<file path="src/rtl/xip_read_cache.sv">
// Direct-mapped, word-granular read cache between the CPU APB master and the flash/SPI controller.
// Flash-range read hits are answered locally, misses are forwarded and filled, flash writes error out.
module xip_read_cache #(
  parameter logic [31:0] FLASH_BASE = 32'h3000_0000,
  parameter logic [31:0] FLASH_END  = 32'h3fff_ffff,
  parameter int unsigned IDX_W      = 4
) (
  input  logic        clock,
  input  logic        reset,
  input  logic [31:0] in_paddr,
  input  logic        in_psel,
  input  logic        in_penable,
  input  logic        in_pwrite,
  input  logic [31:0] in_pwdata,
  input  logic [3:0]  in_pstrb,
  output logic        in_pready,
  output logic [31:0] in_prdata,
  output logic        in_pslverr,
  output logic [31:0] out_paddr,
  output logic        out_psel,
  output logic        out_penable,
  output logic        out_pwrite,
  output logic [31:0] out_pwdata,
  output logic [3:0]  out_pstrb,
  input  logic        out_pready,
  input  logic [31:0] out_prdata,
  input  logic        out_pslverr,
  input  logic        flush,
  output logic [31:0] hit_cnt,
  output logic [31:0] miss_cnt
);

  localparam int unsigned ENTRIES = 1 << IDX_W;
  localparam int unsigned TAG_W   = 30 - IDX_W;

  typedef enum logic [2:0] {
    IDLE, HIT_RSP, ERR_RSP, FWD_SETUP, FWD_ACCESS, RSP
  } state_e;

  state_e state_q, state_d;

  logic [ENTRIES-1:0] valid_q, valid_d;
  logic [TAG_W-1:0]   tag_q  [ENTRIES];
  logic [31:0]        data_q [ENTRIES];

  logic [31:0] req_addr_q, req_addr_d;
  logic        req_write_q, req_write_d;
  logic [31:0] req_wdata_q, req_wdata_d;
  logic [3:0]  req_strb_q, req_strb_d;
  logic        req_cacheable_q, req_cacheable_d;
  logic        discard_q, discard_d;
  logic [31:0] rsp_data_q, rsp_data_d;
  logic        rsp_err_q, rsp_err_d;
  logic [31:0] hit_cnt_q, hit_cnt_d;
  logic [31:0] miss_cnt_q, miss_cnt_d;

  logic [IDX_W-1:0] in_idx, req_idx;
  logic [TAG_W-1:0] in_tag, req_tag;
  logic             in_flash, accept, lookup_hit, fill;

  assign in_idx     = in_paddr[IDX_W+1:2];
  assign in_tag     = in_paddr[31:IDX_W+2];
  assign req_idx    = req_addr_q[IDX_W+1:2];
  assign req_tag    = req_addr_q[31:IDX_W+2];
  assign in_flash   = (in_paddr >= FLASH_BASE) && (in_paddr <= FLASH_END);
  assign accept     = (state_q == IDLE) && in_psel && !in_penable;
  // Lookup sees the registered valid bits, so a coincident flush does not hide this hit.
  assign lookup_hit = valid_q[in_idx] && (tag_q[in_idx] == in_tag);
  assign fill       = (state_q == FWD_ACCESS) && out_pready && req_cacheable_q &&
                      !out_pslverr && !discard_q && !flush;

  always_ff @(posedge clock) begin
    if (reset) begin
      state_q <= IDLE;
    end else begin
      state_q <= state_d;
    end
  end

  always_comb begin
    state_d = state_q;
    unique case (state_q)
      IDLE: begin
        if (accept) begin
          if (in_flash && in_pwrite)       state_d = ERR_RSP;
          else if (in_flash && lookup_hit) state_d = HIT_RSP;
          else                             state_d = FWD_SETUP;
        end
      end
      HIT_RSP, ERR_RSP, RSP: state_d = IDLE;
      FWD_SETUP:             state_d = FWD_ACCESS;
      FWD_ACCESS:            if (out_pready) state_d = RSP;
      default:               state_d = IDLE;
    endcase
  end

  always_comb begin
    valid_d         = valid_q;
    req_addr_d      = req_addr_q;
    req_write_d     = req_write_q;
    req_wdata_d     = req_wdata_q;
    req_strb_d      = req_strb_q;
    req_cacheable_d = req_cacheable_q;
    discard_d       = discard_q;
    rsp_data_d      = rsp_data_q;
    rsp_err_d       = rsp_err_q;
    hit_cnt_d       = hit_cnt_q;
    miss_cnt_d      = miss_cnt_q;

    if (accept) begin
      req_addr_d      = in_paddr;
      req_write_d     = in_pwrite;
      req_wdata_d     = in_pwdata;
      req_strb_d      = in_pstrb;
      req_cacheable_d = in_flash && !in_pwrite;
      discard_d       = flush;
      rsp_err_d       = 1'b0;
      if (in_flash && !in_pwrite) begin
        if (lookup_hit) begin
          rsp_data_d = data_q[in_idx];
          if (hit_cnt_q != '1) hit_cnt_d = hit_cnt_q + 32'd1;
        end else if (miss_cnt_q != '1) begin
          miss_cnt_d = miss_cnt_q + 32'd1;
        end
      end
    end

    if (flush && ((state_q == FWD_SETUP) || (state_q == FWD_ACCESS))) discard_d = 1'b1;

    if ((state_q == FWD_ACCESS) && out_pready) begin
      rsp_data_d = out_prdata;
      rsp_err_d  = out_pslverr;
    end

    if (fill)  valid_d[req_idx] = 1'b1;
    if (flush) valid_d = '0;
  end

  always_ff @(posedge clock) begin
    if (reset) begin
      valid_q         <= '0;
      req_addr_q      <= '0;
      req_write_q     <= 1'b0;
      req_wdata_q     <= '0;
      req_strb_q      <= '0;
      req_cacheable_q <= 1'b0;
      discard_q       <= 1'b0;
      rsp_data_q      <= '0;
      rsp_err_q       <= 1'b0;
      hit_cnt_q       <= '0;
      miss_cnt_q      <= '0;
    end else begin
      valid_q         <= valid_d;
      req_addr_q      <= req_addr_d;
      req_write_q     <= req_write_d;
      req_wdata_q     <= req_wdata_d;
      req_strb_q      <= req_strb_d;
      req_cacheable_q <= req_cacheable_d;
      discard_q       <= discard_d;
      rsp_data_q      <= rsp_data_d;
      rsp_err_q       <= rsp_err_d;
      hit_cnt_q       <= hit_cnt_d;
      miss_cnt_q      <= miss_cnt_d;
    end
  end

  // Tag/data storage is qualified by valid_q, so it needs no reset.
  always_ff @(posedge clock) begin
    if (fill && !reset) begin
      tag_q[req_idx]  <= req_tag;
      data_q[req_idx] <= out_prdata;
    end
  end

  always_comb begin
    in_pready   = (state_q == HIT_RSP) || (state_q == ERR_RSP) || (state_q == RSP);
    in_prdata   = ((state_q == HIT_RSP) || (state_q == RSP)) ? rsp_data_q : '0;
    in_pslverr  = (state_q == ERR_RSP) || ((state_q == RSP) && rsp_err_q);
    out_psel    = (state_q == FWD_SETUP) || (state_q == FWD_ACCESS);
    out_penable = (state_q == FWD_ACCESS);
    out_pwrite  = out_psel && req_write_q;
    out_paddr   = req_addr_q;
    out_pwdata  = req_wdata_q;
    out_pstrb   = req_strb_q;
    hit_cnt     = hit_cnt_q;
    miss_cnt    = miss_cnt_q;
  end

endmodule

</file>
<file path="config.mk">
export PLATFORM = sky130hd
export DESIGN_NAME = xip_read_cache
export DESIGN_NICKNAME = d
export VERILOG_FILES = /design/src/rtl/xip_read_cache.sv
export SDC_FILE = /design/constraint.sdc
export NUM_CORES = 1
export LEC_CHECK = 0
export ABC_AREA = 1
export BUFFER_PORTS_ARGS = -buffer_cell sky130_fd_sc_hd__buf_4
export CORE_ASPECT_RATIO = 0.9
export CORE_UTILIZATION = 50
export DETAILED_ROUTE_END_ITERATION = 7
export PLACE_DENSITY = 0.76
export SYNTH_ARGS = -nofsm -noshare
export SYNTH_HDL_FRONTEND = slang
export SYNTH_SLANG_ARGS = --single-unit
</file>
<file path="constraint.sdc">
create_clock -name clock -period 4.6 [get_ports clock]
set_input_delay 0.23 -clock clock [delete_from_list [all_inputs] [get_ports clock]]
set_output_delay 0.23 -clock clock [all_outputs]
set_load 0.005 [all_outputs]
</file>
==> impl_metrics.tcl <==
set metrics [dict create \
    holdWs_ps 41.6 \
    powerDensity_mw_per_mm2 402 \
    vias 35000 \
    tns_ps 0 \
    first_iter_violations 4303 \
    drc 0 \
    syn_inst 4496 \
    synth.most_common_cell "edfxtp_1" \
    holdPathEnd "out_pwdata[23]" \
    irDropWorstVdd_mv 0.424 \
    io_buffers 276 \
    netlist_top_cells_area "edfxtp_1, dfxtp_1, nand2_1" \
    rr_endpoint "miss_cnt[16]" \
    finalNetCount 4889 \
    cts_buffers 107 \
    grt_pass1_wl_um 195000 \
    synth-edff-count 928 \
    hold_depth 5 \
    synth_common_cells "edfxtp_1, nand2_1, nor2_1" \
    grt_use_total 0.265 \
    drt-pass1-iter-count 6 \
    wl_per_cell_um 21.0 \
    drive_gt1_frac 0.116 \
    synthDominantCellAreaShare 0.595 \
    setup_slack_ps 893 \
    stdcell_count 6117 \
    drt_wl_total_um 128000 \
    final.setup_skew_ps 40.1 \
    worst_pin_slew_ps 1140 \
    rsz0062_at_grt "no" \
    reg2reg_setup_slack_ps 890 \
    cts.path.max_buffers 3 \
    preCtsSetupSlack_ps 611 \
    r2r_cells 14 \
    antenna_found_initial 5 \
    final-setup-viol-count 0 \
    synthFlopType "edfxtp_1" \
    num_rows 106 \
    min_from "in_penable" \
    drtAntennaViolNets 0 \
    min_period_ps 3710 \
    path_clk_slew_ps 60 \
    cts_htree_levels 3 \
    grt_remaining_overflow 0 \
    fmax_mhz 270 \
    cts_resized 0 \
    start_util 0.504 \
    finalCritPeriodShare 0.806 \
    synth_area_per_cell_um2 10.4 \
    placed_cells 5810 \
    crit_path_start_kind "register" \
    synth_cell_types 37 \
    fp.dieArea_mm2 0.0949 \
    async_flop_share 0 \
    ys_seq_elements 1115 \
    timing.rr.start "miss_cnt[0]" \
    status "finished, final reports clean" \
    area_growth_syn_to_layout_pct 17.3 \
    dieHeight_um 292 \
    coreArea_mm2 0.0928 \
    dp_hpwl_um 68900 \
    cts_tree "done" \
    hold_path_class "primary input to register" \
    viasPerCell 5.72 \
    ios 277 \
    critPathRequiredTime_ps 5180 \
    hold_viol 0 \
    leakagePower_nw 20.9 \
    cts.sinks 1115 \
    crit_arrival_ps 4290 \
    cp-end-kind "register" \
    final_util 0.592 \
    die_w_um 325 \
    grt_max_degree 213 \
    drv_cap 0 \
    synth_nets 4606 \
    place_congestion 0.871 \
    worstSkewPairLatency_ps 710 \
    seq_area_frac_synth 0.675 \
    synth_top_area_cell "edfxtp_1" \
    grt_pass1_vias 33200 \
    path_class "register to register" \
    critPathMaxFanout 29 \
    drv_slew 0 \
    crit_path_start "miss_cnt[0]" \
    relSlewSlack 0.238 \
    synth.cell_area_mm2 0.0468 \
    cts_root_buf "clkbuf_16" \
    ys_warn_count 0 \
]
placed cells by master (no fill, tap or decap), types with 6 or more instances in the layout:
cell           netlist  layout
nor2_4               1      17
nor4_1               9       9
mux2_2              14      14
a21oi_1             53      53
nand3_1            345     345
dlygate4sd3_1        0     102
dfxtp_1            187     187
o221ai_1           106     106
a31oi_1             18      18
o21ai_0            372     372
nand4_1            106     106
clkbuf_1           130      24
inv_1              391     389
nand3b_1             6       6
buf_4               27     327
clkinv_1             2      15
o211ai_1            18      18
clkbuf_8             0      13
clkbuf_16            0     109
or2_2                6       6
clkinv_2             0      14
buf_12               0      14
nor2_1             692     676
nor3_1              19      19
edfxtp_1           928     928
nand2_1            875     874
o21ai_1             34      34
o22ai_1             23      23
bufinv_16            0      21
kinds of logic after synthesis:
group | after synthesis | synth area share
simple gates | 2069 | 0.184
flops | 1115 | 0.675
buf+inv | 670 | 0.0593
compound gates | 626 | 0.0776
mux | 14 | 0.00337
fa+ha+maj | 2 | 0.000534
cell type report:
class,count,area [µm²]
tap,1242,1550
inverter,398,1520
clock inverter,57,892
fill,7290,37900
timing repair buffer,446,3790
antenna,2,5.00
clock buffer,146,3000
multi-input combinational,2711,12600
sequential,1115,31600
what timing repair did:
action                    4_1_cts  5_1_grt
hold endpoints to repair      581        0
buffers inserted                0        0
hold buffers                  102        0
layer usage:
metal | wire length (µm) | vias up | part of all wire | global-route usage
li1 | - | 16000 | - | -
met1 | 50700 | 16800 | 0.40 | 0.360
met2 | 60700 | 1896 | 0.47 | 0.429
met3 | 12500 | 317 | 0.097 | 0.0445
met4 | 4510 | 6 | 0.035 | 0.0987
met5 | 26 | - | 0.00020 | 0
how the worst max path moves through the flow:
stage	to	slack, ps
6_report	miss_cnt[16]	890
4_1_cts	miss_cnt[16]	990
3_3_place_gp	miss_cnt[16]	670
3_5_place_dp	miss_cnt[1]	610
5_1_grt	miss_cnt[16]	560
2_1_floorplan	data_q[11][0]	60
registers in the layout, indices dropped and copies added (netlist names):
signal           flops
req_cacheable_q      1
out_pwdata          32
out_pstrb            4
discard_q            1
req_write_q          1
state_q              3
tag_q              416
data_q             512
rsp_err_q            1
hit_cnt             32
rsp_data_q          32
valid_q             16
out_paddr           32
miss_cnt            32
where the power goes:
group          total, mW  leakage [nW]  switching (mW)  internal [mW]
Combinational       1.33          9.03           0.868          0.458
Sequential          11.1          10.0           0.116           11.0
Clock               9.63          1.89            3.87           5.76
Total               22.1          20.9            4.85           17.2
worst max-delay path, cell delays in order (launching register included):
cell and delay [ps]:
dfxtp_1 380, ha_1 190, nand2_1 90, nor3_1 470, nand3_1 200, nor3_1 250
nand3_1 200, nor3_1 260, nand2_1 140, nor2_1 160, nand2_1 650, nand4_1 420
nand2_1 80, nand2_1 60, nor2_1 40
through the flow:
step	total power [mW]	cell area (µm²)
4_1_cts	22.1	54900
5_1_grt	22.7	54900
3_3_place_gp	12.5	50000
6_report	22.1	54900
3_5_place_dp	12.6	50000
2_1_floorplan	12.0	46800
Power figures use the tool's default switching activity.
